`src/rtl/ctr20_pkg.sv`:
```
// Shared types and constants for the 0..19 counter and its downstream 7-seg decoder.
package ctr20_pkg;

  localparam int unsigned STATE_W = 5;
  localparam logic [STATE_W-1:0] STATE_MAX = 5'd19;
  localparam logic [STATE_W-1:0] STATE_MIN = 5'd0;

  // Segment codes, bit order {g,f,e,d,c,b,a}, active-high
  localparam int unsigned SEG_W = 7;
  localparam logic [SEG_W-1:0] SEG_BLANK = 7'b000_0000;

  typedef struct packed {
    logic [STATE_W-1:0] nxt;
    logic               wrap;
  } step_t;

  function automatic logic [SEG_W-1:0] seg_code(input logic [3:0] digit);
    logic [SEG_W-1:0] code;
    case (digit)
      4'd0:    code = 7'b011_1111;
      4'd1:    code = 7'b000_0110;
      4'd2:    code = 7'b101_1011;
      4'd3:    code = 7'b100_1111;
      4'd4:    code = 7'b110_0110;
      4'd5:    code = 7'b110_1101;
      4'd6:    code = 7'b111_1101;
      4'd7:    code = 7'b000_0111;
      4'd8:    code = 7'b111_1111;
      4'd9:    code = 7'b110_1111;
      default: code = SEG_BLANK;
    endcase
    return code;
  endfunction

  // One mod-20 step; out-of-range states recover to 0 without a wrap
  function automatic step_t step_state(input logic [STATE_W-1:0] cur, input logic up);
    step_t s;
    s.nxt  = STATE_MIN;
    s.wrap = 1'b0;
    if (cur > STATE_MAX) begin
      s.nxt = STATE_MIN;
    end else if (up) begin
      if (cur == STATE_MAX) begin
        s.nxt  = STATE_MIN;
        s.wrap = 1'b1;
      end else begin
        s.nxt = cur + 5'd1;
      end
    end else begin
      if (cur == STATE_MIN) begin
        s.nxt  = STATE_MAX;
        s.wrap = 1'b1;
      end else begin
        s.nxt = cur - 5'd1;
      end
    end
    return s;
  endfunction

endpackage

```
`src/rtl/ctr20_core_btn_sync_edge.sv`:
```
// Raw active-low key -> 2-flop sync -> optional debounce (CTR20_DEBOUNCE_EN) -> registered press pulse.
module btn_sync_edge #(
  parameter int unsigned DB_CYCLES = 1
) (
  input  logic clk,
  input  logic rst_n,
  input  logic btn_n,
  output logic press
);

  if (DB_CYCLES < 1) begin : g_bad_db
    $error("btn_sync_edge: DB_CYCLES must be >= 1");
  end

  logic s1_q, s1_d, s2_q, s2_d;
  logic lvl_q, lvl_d;
  logic press_q, press_d;
  logic lvl_c;

`ifdef CTR20_DEBOUNCE_EN
  localparam int unsigned CNT_W = $clog2(DB_CYCLES + 1);

  logic [CNT_W-1:0] cnt_q, cnt_d;
  logic             filt_q, filt_d;

  // Filtered level follows the synced level only after DB_CYCLES stable cycles
  always_comb begin
    cnt_d  = '0;
    filt_d = filt_q;
    if (s2_q != filt_q) begin
      if (cnt_q == CNT_W'(DB_CYCLES - 1)) begin
        filt_d = s2_q;
      end else begin
        cnt_d = cnt_q + 1'b1;
      end
    end
  end

  always_ff @(posedge clk or negedge rst_n) begin
    if (!rst_n) begin
      cnt_q  <= '0;
      filt_q <= 1'b1;
    end else begin
      cnt_q  <= cnt_d;
      filt_q <= filt_d;
    end
  end

  assign lvl_c = filt_q;
`else
  assign lvl_c = s2_q;
`endif

  always_comb begin
    s1_d    = btn_n;
    s2_d    = s1_q;
    lvl_d   = lvl_c;
    press_d = lvl_q & ~lvl_c;
  end

  always_ff @(posedge clk or negedge rst_n) begin
    if (!rst_n) begin
      s1_q    <= 1'b1;
      s2_q    <= 1'b1;
      lvl_q   <= 1'b1;
      press_q <= 1'b0;
    end else begin
      s1_q    <= s1_d;
      s2_q    <= s2_d;
      lvl_q   <= lvl_d;
      press_q <= press_d;
    end
  end

  assign press = press_q;

endmodule

```
`src/rtl/ctr20_core.sv`:
```
// Prescaled mod-20 up/down counter with run/stop and clear keys.
// Build option: CTR20_DEBOUNCE_EN adds a DB_CYCLES debounce filter on both keys.
module ctr20_core
  import ctr20_pkg::*;
#(
  parameter int unsigned CLK_HZ    = 50_000_000,
  parameter int unsigned TICK_HZ   = 1,
  parameter int unsigned DB_CYCLES = 1_000_000
) (
  input  logic               clk,
  input  logic               rst_n,
  input  logic               btn_run_n,
  input  logic               btn_clr_n,
  input  logic               dir,
  output logic [STATE_W-1:0] state,
  output logic               run,
  output logic               tick,
  output logic               wrap
);

  localparam int unsigned DIV   = CLK_HZ / TICK_HZ;
  localparam int unsigned PRE_W = (DIV >= 2) ? $clog2(DIV) : 1;

  if (DIV < 2) begin : g_bad_div
    $error("ctr20_core: CLK_HZ/TICK_HZ must be >= 2");
  end

  logic run_press, clr_press;

  btn_sync_edge #(.DB_CYCLES(DB_CYCLES)) u_run_key (
    .clk   (clk),
    .rst_n (rst_n),
    .btn_n (btn_run_n),
    .press (run_press)
  );

  btn_sync_edge #(.DB_CYCLES(DB_CYCLES)) u_clr_key (
    .clk   (clk),
    .rst_n (rst_n),
    .btn_n (btn_clr_n),
    .press (clr_press)
  );

  logic [PRE_W-1:0]   pre_q, pre_d;
  logic [STATE_W-1:0] state_q, state_d;
  logic               run_q, run_d;
  logic               tick_q, tick_d;
  logic               wrap_q, wrap_d;
  logic               dir_s1_q, dir_s1_d, dir_s2_q, dir_s2_d;
  logic               pre_last_c;
  step_t              step_c;

  // Clear outranks the terminal tick; a run press still lets this cycle's tick fire
  always_comb begin
    dir_s1_d   = dir;
    dir_s2_d   = dir_s1_q;
    run_d      = run_q ^ run_press;
    pre_d      = pre_q;
    state_d    = state_q;
    tick_d     = 1'b0;
    wrap_d     = 1'b0;
    pre_last_c = run_q && (pre_q == PRE_W'(DIV - 1));
    step_c     = step_state(state_q, dir_s2_q);
    if (clr_press) begin
      pre_d   = '0;
      state_d = STATE_MIN;
    end else if (pre_last_c) begin
      pre_d   = '0;
      tick_d  = 1'b1;
      state_d = step_c.nxt;
      wrap_d  = step_c.wrap;
    end else if (run_q) begin
      pre_d = pre_q + 1'b1;
    end
  end

  always_ff @(posedge clk or negedge rst_n) begin
    if (!rst_n) begin
      pre_q    <= '0;
      state_q  <= STATE_MIN;
      run_q    <= 1'b0;
      tick_q   <= 1'b0;
      wrap_q   <= 1'b0;
      dir_s1_q <= 1'b1;
      dir_s2_q <= 1'b1;
    end else begin
      pre_q    <= pre_d;
      state_q  <= state_d;
      run_q    <= run_d;
      tick_q   <= tick_d;
      wrap_q   <= wrap_d;
      dir_s1_q <= dir_s1_d;
      dir_s2_q <= dir_s2_d;
    end
  end

  assign state = state_q;
  assign run   = run_q;
  assign tick  = tick_q;
  assign wrap  = wrap_q;

endmodule

```
`config.mk`:
```
export PLATFORM = sky130hd
export DESIGN_NAME = ctr20_core
export DESIGN_NICKNAME = d
export VERILOG_FILES = /design/src/rtl/ctr20_pkg.sv /design/src/rtl/ctr20_core_btn_sync_edge.sv /design/src/rtl/ctr20_core.sv
export SDC_FILE = /design/constraint.sdc
export NUM_CORES = 1
export LEC_CHECK = 0
export CORE_UTILIZATION = 58
export CTS_CLUSTER_SIZE = 28
export DETAILED_ROUTE_END_ITERATION = 12
export GPL_TIMING_DRIVEN = 1
export PLACE_DENSITY = 0.83
export SETUP_SLACK_MARGIN = 0.5
export SYNTH_ARGS = -nofsm -noshare
export SYNTH_HDL_FRONTEND = slang
export SYNTH_SLANG_ARGS = --single-unit
```
`constraint.sdc`:
```
create_clock -name clk -period 2.6 [get_ports clk]
set_input_delay 0.26 -clock clk [delete_from_list [all_inputs] [get_ports clk]]
set_output_delay 0.26 -clock clk [all_outputs]
set_load 0.01 [all_outputs]
```
Yosys cells after proc, flatten, opt, wreduce, memory -nomap -nowiden:

Cells that the tools add are included.

* register bits after elaboration: 44
* latch bits: 0
* memory bits (writable): 0
* ROM bits: 0
* input bits: 5
* output and inout port bits: 8
* word-level logic and storage cells: 46
* memories: 0

* add/sub/neg operators: 3
* multiply operators: 0
* div/mod/pow operators: 0
* $lt $le $gt $ge: 1
* eq/ne operators: 2
* shifts and indexed selects: 0
* mux-type cells: 16
* bitwise gates (word level): 5
* reduce and logical (&&, ||, !) cells: 4

Operator list (number)
* two-way mux 26 bit: 3
* adder 26 x 1 -> 26 bit, second input constant: 1
* == test 26 bit, second input constant: 1
* two-way mux 5 bit: 5
* two-way mux 1 bit: 7
* two-way mux 6 bit: 1
* adder 5 x 1 -> 5 bit, second input constant: 1
* == test 5 bit, second input constant: 1
* > comparator 5 bit, second input constant: 1
* logical NOT 5 bit: 1
* subtractor 5 x 1 -> 5 bit, second input constant: 1
* nonzero test 3 bit: 1
* bitwise AND 1 bit: 2
* NOT 1 bit: 2
* nonzero test 2 bit: 1
* logical AND 1 bit: 1
* bitwise XOR 1 bit: 1

Logic depth before layout (Yosys ltp):

Gate-level depths: netlist of run 1.

* depth in word-level cells: 6
* mapped depth: 7
* mapped depth without buffers: 7

Hierarchy:

Synthesis of run 1 repeated with hierarchy kept, for this count alone.

* cell total of the unflattened synthesis: 247
* area total of the unflattened synthesis: 2431.1 sq um

By module, submodules not included
* ctr20_core: instances 1, cells an instance 237, area each 2195.9 sq um, seq. area each 903.4 sq um
* btn_sync_edge: instances 2, cells an instance 5, area each 117.6 sq um, seq. area each 103.8 sq um

Worst setup path before layout of run 1:

Ideal clock, no wire load.

* path kind: reg-to-reg
* start point: register pre_q[16]
* end point: register state_q[3], in the netlist state[3]
* setup time: 136 ps
* arrival: 1829 ps
* required time: 2464 ps
* setup slack: 635 ps
* stages on the path, launching flop included: 6
* path buffers: 1
* clock period less this slack: 1965 ps
* cell sequence: dfrtp_1 or4_4 or4_4 buf_4 o21ai_1 a21oi_1

* longest elaborated chain between the ends: 3

RTL lines
* start: declaration: RTL line ctr20_core.sv:44 `logic [PRE_W-1:0] pre_q, pre_d;`
* start signal: assignment: RTL line ctr20_core.sv:87 `pre_q <= pre_d;`
* == test 26 bit: RTL line ctr20_core.sv:62 `pre_last_c = run_q && (pre_q == PRE_W'(DIV - 1));`
* logical AND 1 bit: RTL line ctr20_core.sv:62
* nonzero test 2 bit (no source line)
* end signal: assignment: RTL line ctr20_core.sv:88 `state_q <= state_d;`
* end: declaration: RTL line ctr20_core.sv:45 `logic [STATE_W-1:0] state_q, state_d;`

Every way passes these cells.
A chain may end at the register's enable or synchronous reset.

Worst setup path in the final report of run 1:

* start point: register pre_q[6]
* end point: register state_q[4], in the netlist state[4]

Same word-level chain as after synthesis.

==> summary.txt, run 1 <==
Floorplanning
  • Initial core utilization: between 60 and 70%
  • Die area: just over 4000 sq um
  • Die W: between 60 and 70 um
  • Row count: 22
  • I/O pin cnt: 13
  • Die height: 63.8 um
  • Core area: 3660 sq um

Synthesis
  • Seq/Total Area, Yosys: approximately half
  • Yosys top cell by area: dfrtp_1
  • Main combinational cell family by area after synthesis: simple AND/OR/NAND/NOR gates
  • Post-synthesis compound-gate area fraction: about 8%
  • Synthesis-stage register bit count: 44
  • Synth Area in Simple Gates: a little over a quarter
  • Synth area leaders: dfrtp_1 41%, dfstp_2 9.5%, nor2_1 6.1%
  • Syn avg cell area: slightly below 10 sq um
  • Syn Inst Count: 229
  • Top-area cell type share of the netlist area: 40.7%
  • Post-Synth XOR/XNOR Area: under 10%
  • Mux share of post-synthesis cell area: 0.905%
  • Post-synth top flop: dfrtp_1
  • FFs w/ async S/R, synth: 100%
  • YS warnings: 0
  • Yosys cell types: 43
  • Mapped cell area: between 2000 and 2500 sq um
  • EDFF count, synth: 0
  • Adder-cell share of the synthesized area: under 10%
  • Mapped Nets: roughly 240

Timing
  • Final hold viol count: 0
  • WHS: slightly below 80 ps
  • Slew Limit Fails: 0
  • Minimum clock period: around 2100 ps
  • Sum Neg Setup Slack: 0 ps
  • Final setup violating endpoints: 0
  • Tcrit/Tclk final: 82.7%
  • RSZ-0062 raised after global routing: true
  • Post-Route Skew: around 13 ps
  • Slew HR: roughly two fifths
  • Fmax: 0.465 GHz
  • Worst slew pin tran: around 920 ps

Route
  • Via count: roughly 1,900
  • DRC viols: 0
  • Antenna Nets Post-Route: 0
  • Routed length per instance: 16.9 um
  • Router iterations before antenna repair: 4
  • Via-to-Cell Ratio: between 6 and 7
  • DR iter-0 viols: 134
  • Total wire length: between 5000 and 6000 um

Worst setup path
  • WP data arrival: 2390 ps
  • Slowest CP cell: or4_4
  • Worst r2r dst: state[4]$_DFFE_PN0P_
  • CP max stage delay: about 630 ps
  • Worst Setup End Kind: flop
  • Most common cell on crit path: or4_4
  • Worst reg2reg setup slack: between 400 and 500 ps
  • Reg2Reg Depth: 5
  • CP Cell Sequence: nand3_4 > or4_4 > or4_4 > a211o_1 > a21oi_2
  • WP data required: ~2800 ps
  • Crit start category: flop
  • WS Path Type: reg2reg
  • RR Startpoint: pre_q[6]$_DFFE_PN0P_
  • CP Max Fanout: 8

Cells and area
  • Area growth syn-to-layout: 22.8%
  • Most common cell after layout, fill and taps aside: dfrtp_1
  • Fill cells: 250
  • Top reg by flops: pre_q
  • Final Core Density: between 70 and 80%
  • Nets: between 200 and 300
  • Largest register FFs: 26
  • Non-filler cells, final: 306
  • Layout cells sized above 1: between 20% and 30%
  • Antenna Cells: 0
  • Commonest cells after routing, fill and taps aside: 34 x dfrtp_1, 31 x nor2_1, 16 x nand2_1, 12 x nand3_1, 12 x nand4_1

Place
  • Gpl congestion: 0.821
  • Input/output buffers: 12
  • Hpwl dp: between 2000 and 3000 um
  • Placed cell count: about 290

Power and ir drop
  • Leak: about 1.1 nW
  • Switch share: 26.4%
  • Comb power frac: 15.2%
  • Power per cell area: around 570 nW/um^2
  • Switching pwr: between 400 and 500 uW
  • Clock power share: 34.9%
  • Seq pwr share: 49.9%
  • Maximum vdd drop: approximately 0.46 mV
  • P_int: ~1.1 mW

CTS
  • CTS tree: yes
  • Worst-Skew Late Latency: 300 ps
  • Clk sinks: 44
  • CTS max path bufs: 2
  • Clock transition at the registers of the reported paths: around 90 ps
  • Inserted Clock Buffers: 5
  • CTS Hold Buffers Added: 0
  • Root buffer cell: clkbuf_8
  • H-tree Lvls: 2

GRT
  • Total track usage: between 20% and 30%
  • Initial antenna violation count: 0
  • Grt total ovfl: 0
  • First-pass GRT wire length: around 7600 um
  • Largest net degree at the start of global routing: between 40 and 50
  • Vias in the first global route: approximately 1,700

Job
  • Max Cap Viol: 0

Status
  • Status: completed

Hold path
  • HP Class: in2async
-- Yosys cell counts (all sizes together), types with 2 or more instances --
master	instances
dfrtp	36
nor4	6
or3	2
nand2	16
nand3b	2
nand2b	6
clkbuf	4
nor3	5
ha	4
or4	3
and3	3
a21oi	11
and4	2
a21boi	3
nand4	12
nand3	13
xnor2	10
buf	3
nor2b	2
or2	2
o2111ai	2
dfstp	8
inv	7
mux2i	2
o21ai	6
nor2	37
xor2	11
o21a	2
-- kinds of logic (layout without fill, tap and decap cells) --
| family | Yosys count | after routing |
|---|---|---|
| mux | 2 | 2 |
| fa+ha+maj | 4 | 4 |
| flops | 44 | 44 |
| compound gates | 29 | 29 |
| simple gates | 115 | 115 |
| buf+inv | 14 | 43 |
| xor+xnor | 21 | 21 |
-- routing by layer --
layer  global-route usage (%)  part of all wire (%)
met5                        0                     0
met4                     9.66                   2.4
met3                     5.71                   4.6
met2                     39.8                    51
met1                     31.6                    42
-- worst max-delay path, delay by kind of cell (launching register included) --
| family | cells | cell delay, ps |
|---|---|---|
| simple gates | 3 | 1200 |
| flops | 1 | 440 |
| compound gates | 2 | 440 |
-- final cells by class --
class                   count  area, sq um  share of cell area (%)
multi-input cells         171         1110                    41.0
repair buffers             28          285                    10.5
clock buffers               5         68.8                    2.53
clock inverters             3         47.5                    1.75
well taps                  48         60.1                    2.21
inverters                   7         26.3                   0.967
flip-flops and latches     44         1110                    41.0
-- per-stage QoR --
stage                     cell area [sq um]  worst slack [ps]  power (mW)
after global routing                   2720               345        1.59
after global placement                 2380               447       0.948
after floorplan                        2210               635       0.880
final                                  2720               450        1.54
after detailed placement               2380               407       0.956
after CTS                              2540               503        1.50
-- power groups by stage --
stage	sequential, mW	clock (mW)	combinational [mW]
6_report	0.767	0.535	0.234
4_1_cts	0.763	0.541	0.199
5_1_grt	0.771	0.563	0.254
3_3_place_gp	0.781	0	0.167
2_1_floorplan	0.778	0	0.103
3_5_place_dp	0.785	0	0.171
-- how the worst max path moves through the flow --
stage / endpoint / startpoint / slack (ps) / depth (start not counted)
after floorplan: state[3]$_DFFE_PN0P_ / pre_q[16]$_DFFE_PN0P_ / 630 / 5
after global placement: pre_q[25]$_DFFE_PN0P_ / pre_q[4]$_DFFE_PN0P_ / 450 / 6
after detailed placement: pre_q[24]$_DFFE_PN0P_ / pre_q[7]$_DFFE_PN0P_ / 410 / 6
after CTS: pre_q[16]$_DFFE_PN0P_ / pre_q[0]$_DFFE_PN0P_ / 500 / 7
after global routing: pre_q[11]$_DFFE_PN0P_ / pre_q[0]$_DFFE_PN0P_ / 340 / 7
final: state[4]$_DFFE_PN0P_ / pre_q[6]$_DFFE_PN0P_ / 450 / 5
-- timing repair --
action | CTS | global route
gates resized for setup | 2 | 21
setup buffers | 4 | 5
setup endpoints to repair | 23 | 30
pin swaps | 1 | 8
gates cloned | 0 | 3
Note: power is estimated with default switching activity, not from simulation.
==> run 2, diff against run 1 <==
--- a/config.mk
+++ b/config.mk
@@ -5,11 +5,11 @@
 export SDC_FILE = /design/constraint.sdc
 export NUM_CORES = 1
 export LEC_CHECK = 0
-export CORE_UTILIZATION = 58
+export CORE_UTILIZATION = 53
 export CTS_CLUSTER_SIZE = 28
 export DETAILED_ROUTE_END_ITERATION = 12
 export GPL_TIMING_DRIVEN = 1
-export PLACE_DENSITY = 0.83
+export PLACE_DENSITY = 0.8
 export SETUP_SLACK_MARGIN = 0.5
 export SYNTH_ARGS = -nofsm -noshare
 export SYNTH_HDL_FRONTEND = slang
==> constraint.sdc (replaced) <==
create_clock -name clk -period 1.97 [get_ports clk]
set_input_delay 0.197 -clock clk [delete_from_list [all_inputs] [get_ports clk]]
set_output_delay 0.197 -clock clk [all_outputs]
set_load 0.01 [all_outputs]
==> summary.txt, run 2 (synthesis results as in run 1) <==
Status
  • Status: complete, but fails checks (was completed)
  • Failing checks: setup timing

GRT
  • Vias in the first global route: 1,919 (was 1,672)
  • M1 GR Usage: 36.1% (was 31.6%)
  • GRT met2 Usage: 45.8% (was 39.8%)
  • Grt total ovfl: 0 (unchanged)
  • Initial antenna violation count: 0 (unchanged)
  • GRT busiest layer: met2 (unchanged)
  • Largest net degree at the start of global routing: 24 (was 45)
  • Total track usage: 27.8% (was 24.5%)
  • GRT met3 Usage: 5.65% (was 5.71%)
  • First-pass GRT wire length: 9080 um (was 7600 um)

Route
  • Routed length per instance: 16.2 um (was 16.9 um)
  • Router iterations before antenna repair: 5 (was 4)
  • Antenna Nets Post-Route: 0 (unchanged)
  • Via-to-Cell Ratio: 5.79 (was 6.15)
  • Via count: 1,967 (was 1,883)
  • Total wire length: 5500 um (was 5160 um)
  • DR iter-0 viols: 142 (was 134)
  • DRC viols: 0 (unchanged)

Cells and area
  • Fin area: 2990 sq um (was 2720 sq um)
  • Fill cells: 264 (was 250)
  • Commonest cells after routing, fill and taps aside: 39 x buf_4, 36 x dfrtp_1, 17 x nor2_1, 16 x nand2_1, 16 x nor2_2 (was 34 x dfrtp_1, 31 x nor2_1, 16 x nand2_1, 12 x nand3_1, 12 x nand4_1)
  • Final Core Density: 74.7% (was 74.2%)
  • Layout cells sized above 1: 34.8% (was 21.3%)
  • Antenna Cells: 0 (unchanged)
  • Non-filler cells, final: 340 (was 306)
  • Area used by multi-input combinational logic: 1150 sq um (was 1110 sq um)
  • Nets: 298 (was 266)
  • Most common cell after layout, fill and taps aside: buf_4 (was dfrtp_1)
  • Largest register FFs: 26 (unchanged)
  • Area growth syn-to-layout: 35.0% (was 22.8%)
  • Register area: 1110 sq um (about the same)
  • Top reg by flops: pre_q (unchanged)

Timing
  • Minimum clock period: 2010 ps (was 2150 ps)
  • Slew Limit Fails: 0 (unchanged)
  • RSZ-0062 raised after global routing: true (unchanged)
  • Slew HR: 65.2% (was 38.8%)
  • Final setup violating endpoints: 21 (was 0)
  • Tcrit/Tclk final: 102% (was 82.7%)
  • Final hold viol count: 0 (unchanged)
  • Final setup margin: -37.5 ps (was 450 ps)
  • Worst slew pin tran: 522 ps (was 919 ps)
  • Fmax: 0.498 GHz (was 0.465 GHz)
  • Post-Route Skew: 5.83 ps (was 13.1 ps)
  • WHS: 287 ps (was 77.5 ps)

Worst setup path
  • CP max stage delay: 600 ps (was 630 ps)
  • Slowest CP cell: or4_4 (unchanged)
  • Critical path buffer and inverter count: 1 (was 0)
  • Worst Setup End Kind: flop (unchanged)
  • WP data required: 2160 ps (was 2840 ps)
  • Cell family with most CP delay: simple AND/OR/NAND/NOR gates (unchanged)
  • Crit start category: flop (unchanged)
  • Most common cell on crit path: or4_4 (unchanged)
  • WP data arrival: 2200 ps (was 2390 ps)
  • WS Path Type: reg2reg (unchanged)
  • CP Max Fanout: 6 (was 8)
  • CP Cell Sequence: or4_4 > or4_4 > buf_6 > o21ai_2 > a21oi_2 (was nand3_4 > or4_4 > or4_4 > a211o_1 > a21oi_2)

Floorplanning
  • Row count: 23 (was 22)
  • Die area: 4440 sq um (was 4060 sq um)
  • Die W: 66.6 um (was 63.8 um)
  • Core area: 4000 sq um (was 3660 sq um)
  • Initial core utilization: 55.3% (was 60.4%)
  • Die height: 66.6 um (was 63.8 um)
  • I/O pin cnt: 13 (unchanged)

CTS
  • CTS max path bufs: 2 (unchanged)
  • Root buffer cell: clkbuf_8 (unchanged)
  • CTS tree: yes (unchanged)
  • Worst-Skew Late Latency: 300 ps (about the same)
  • Clock transition at the registers of the reported paths: 90 ps (about the same)
  • Inserted Clock Buffers: 5 (unchanged)
  • Clk sinks: 44 (unchanged)
  • H-tree Lvls: 2 (unchanged)

Place
  • Hpwl dp: 3490 um (was 2900 um)
  • Gpl congestion: 0.858 (was 0.821)
  • Input/output buffers: 12 (unchanged)
  • Placed cell count: 318 (was 286)
  • Area of placed instances: 2640 sq um (was 2380 sq um)

Power and ir drop
  • Power per cell area: 684 nW/um^2 (was 565 nW/um^2)
  • Leak: 1.24 nW (was 1.10 nW)
  • Maximum vdd drop: 0.739 mV (was 0.459 mV)

Job
  • Max Cap Viol: 0 (unchanged)

Hold path
  • HP Class: in2reg (was in2async)
-- run 2: cell count changes in the layout (fill, tap and decap cells not counted), moves of 3 or more --
cell,before,now
nor2_2,3,16
buf_6,2,5
dlygate4sd2_1,0,5
clkdlybuf4s50_1,11,6
buf_4,11,39
nor2_1,31,17
-- run 2: cell type report --
| type | count | area share [%] |
|---|---|---|
| Clock buffer | 5 | 2.30 |
| Clock inverter | 3 | 1.55 |
| Inverter | 7 | 0.880 |
| Multi-Input combinational cell | 171 | 38.6 |
| Sequential cell | 44 | 37.2 |
| Tap cell | 50 | 2.09 |
| Timing Repair Buffer | 60 | 17.3 |
-- run 2: worst register-to-register path: stages, from the launching register on --
cell,delay (ps)
dfrtp_1,390
or4_4,550
or4_4,600
buf_6,170
o21ai_2,120
a21oi_2,70
-- run 2: final timing paths --
check	slack [ps]	depth (start not counted)	start	to
worst min register to register	360	0	u_run_key.s1_q$_DFF_PN1_	u_run_key.lvl_c$_DFF_PN1_
min in group asynchronous	390	2	rst_n	pre_q[10]$_DFFE_PN0P_
worst max register to register	-40	5	pre_q[11]$_DFFE_PN0P_	state[2]$_DFFE_PN0P_
max in group asynchronous	1000	3	rst_n	u_clr_key.lvl_c$_DFF_PN1_
worst max-delay path	-40	5	pre_q[11]$_DFFE_PN0P_	state[2]$_DFFE_PN0P_
worst min-delay path	290	1	dir	dir_s1_q$_DFF_PN1_
-- run 2: through the flow --
step | worst slack (ps) | setup TNS (ps) | power [mW]
2_1_floorplan | 104 | 0 | 1.17
3_3_place_gp | -3.53 | -3.53 | 1.29
4_1_cts | -39.4 | -225 | 2.04
6_report | -37.5 | -270 | 2.04
3_5_place_dp | -37.3 | -441 | 1.30
5_1_grt | -66.9 | -1170 | 2.12
-- run 2: routing by layer --
layer	up-vias	wire [um]	part of all wire, %
met1	950	2350	43
met5	-	0	0
met2	88	2750	50
met3	9	303	5.5
met4	0	89	1.6
li1	920	-	-
-- run 2: power by group --
| group | internal (mW) | switching (mW) | total, mW |
|---|---|---|---|
| Combinational | 0.159 | 0.173 | 0.332 |
| Clock | 0.382 | 0.326 | 0.707 |
| Sequential | 0.958 | 0.0443 | 1.00 |
| Total | 1.50 | 0.543 | 2.04 |
-- run 2: what timing repair did --
item,4_1_cts,5_1_grt
endpoints found under the setup margin,39,34
resized for setup,31,17
buffers inserted,7,4
hold endpoints to repair,19,0
cloned,2,0
pin swaps,23,5
hold buffers,1,0
==> patch: new RTL, flow settings as in run 2 <==
Register the output `state` once more, without a reset; this adds one clock of latency there. The other outputs are not delayed to match.
--- a/src/rtl/ctr20_core.sv
+++ b/src/rtl/ctr20_core.sv
@@ -96,3 +96,5 @@
 
-  assign state = state_q;
+  always_ff @(posedge clk) begin
+    state <= state_q;
+  end
   assign run   = run_q;
Check against the original RTL: no difference found for any inputs over 10 cycles, from zero or initial values and one cycle with rst_n low; that may be too few to reach the edited logic, so the function may still have changed.
==> patch against run 2 <==
  * Clock power fell by 16%
  * Largest cell class unchanged
  * Final cell count up 4.7%
  * Final area rose by 13%
  * Total power rose by 8.3%
  * Setup slack gained 190 ps
  * Sequential cell count grew 5
  * Area after synthesis up 8.9%
  * Wire length up 24%
==> patch: results (changes against run 2) <==
post_cts_buffers: 20  # was 7
drive_above_1_share_pct: 42.4  # was 34.8%
synth_mux_area_share_pct: 0  # was 0.905%
async_reset_ff_share_pct: 89.8  # was 100%
critPathMaxStageDelay_ps: 450  # was 600 ps
r2r_cells: 7  # was 5
status: "finished, final reports clean"  # was complete, but fails checks
placed_cells: 311  # was 318
worst-r2r-setup-slack_ps: 150  # was -40 ps
synth_fa_ha_area_share_pct: 2.08  # was 2.26%
cp.arrival_ps: 2010  # was 2200 ps
grt_pass1_wl_microns: 9010  # was 9080 microns
place_hpwl_microns: 3220  # was 3490 microns
power_leakage_uw: 0.00137  # was 0.00124 uW
ys_top_cells_by_area: "dfrtp_1 (37%), dfstp_2 (8.7%), nor2_1 (5.1%)"  # was dfrtp_1 (41%), dfstp_2 (9.5%), nor2_1 (6.1%)
rr_endpoint: "pre_q[8]"  # was state[2]
path_max_fanout: 5  # was 6
viasPerCell: 6.27  # was 5.79
max_freq_ghz: 0.550  # was 0.498 GHz
dp_slack_ps: 132  # was -37.3 ps
relSlewSlack_pct: 68.7  # was 65.2%
synth_compound_area_share_pct: 8.05  # was 8.14%
postPlaceCellArea_sq_mm: 0.00265  # was 0.00264 sq mm
hold_ws_ps: 289  # was 287 ps
power_sequential_uw: 1160  # was 1000 uW
wire_per_inst_microns: 19.2  # was 16.2 microns
min_to: "u_clr_key.s1_q"  # was dir_s1_q
crit_path_top_delay_cell: "dfrtp_2"  # was or4_4
final_cell_count_no_fill: 356  # was 340
synth.net_count: 256  # was 238
finalClockSkew_ps: 11.4  # was 5.83 ps
==> patch: changes by cell type in the layout (fill, tap and decap cells not counted), moves of 5 or more <==
cell	change
dfxtp_1	+5
o21ai_0	+5
nand2_1	+8
dfrtp_2	+13
dfrtp_1	-13
buf_4	-7
==> patch: layer usage <==
metal  wire length [microns]  global-route usage [%]
met1                    2690                    31.8
met3                     457                    4.07
met2                    3360                    40.0
met4                     316                    6.35
met5                       0                       0
==> patch: cell type report <==
| cell class | count | area, sq um | share of cell area (%) |
|---|---|---|---|
| well taps | 52 | 65.1 | 1.93 |
| repair buffers | 59 | 571 | 16.9 |
| inverters | 7 | 26.3 | 0.777 |
| clock buffers | 6 | 72.6 | 2.15 |
| multi-input cells | 181 | 1400 | 41.5 |
| clock inverters | 2 | 15.0 | 0.444 |
| flip-flops and latches | 49 | 1230 | 36.3 |
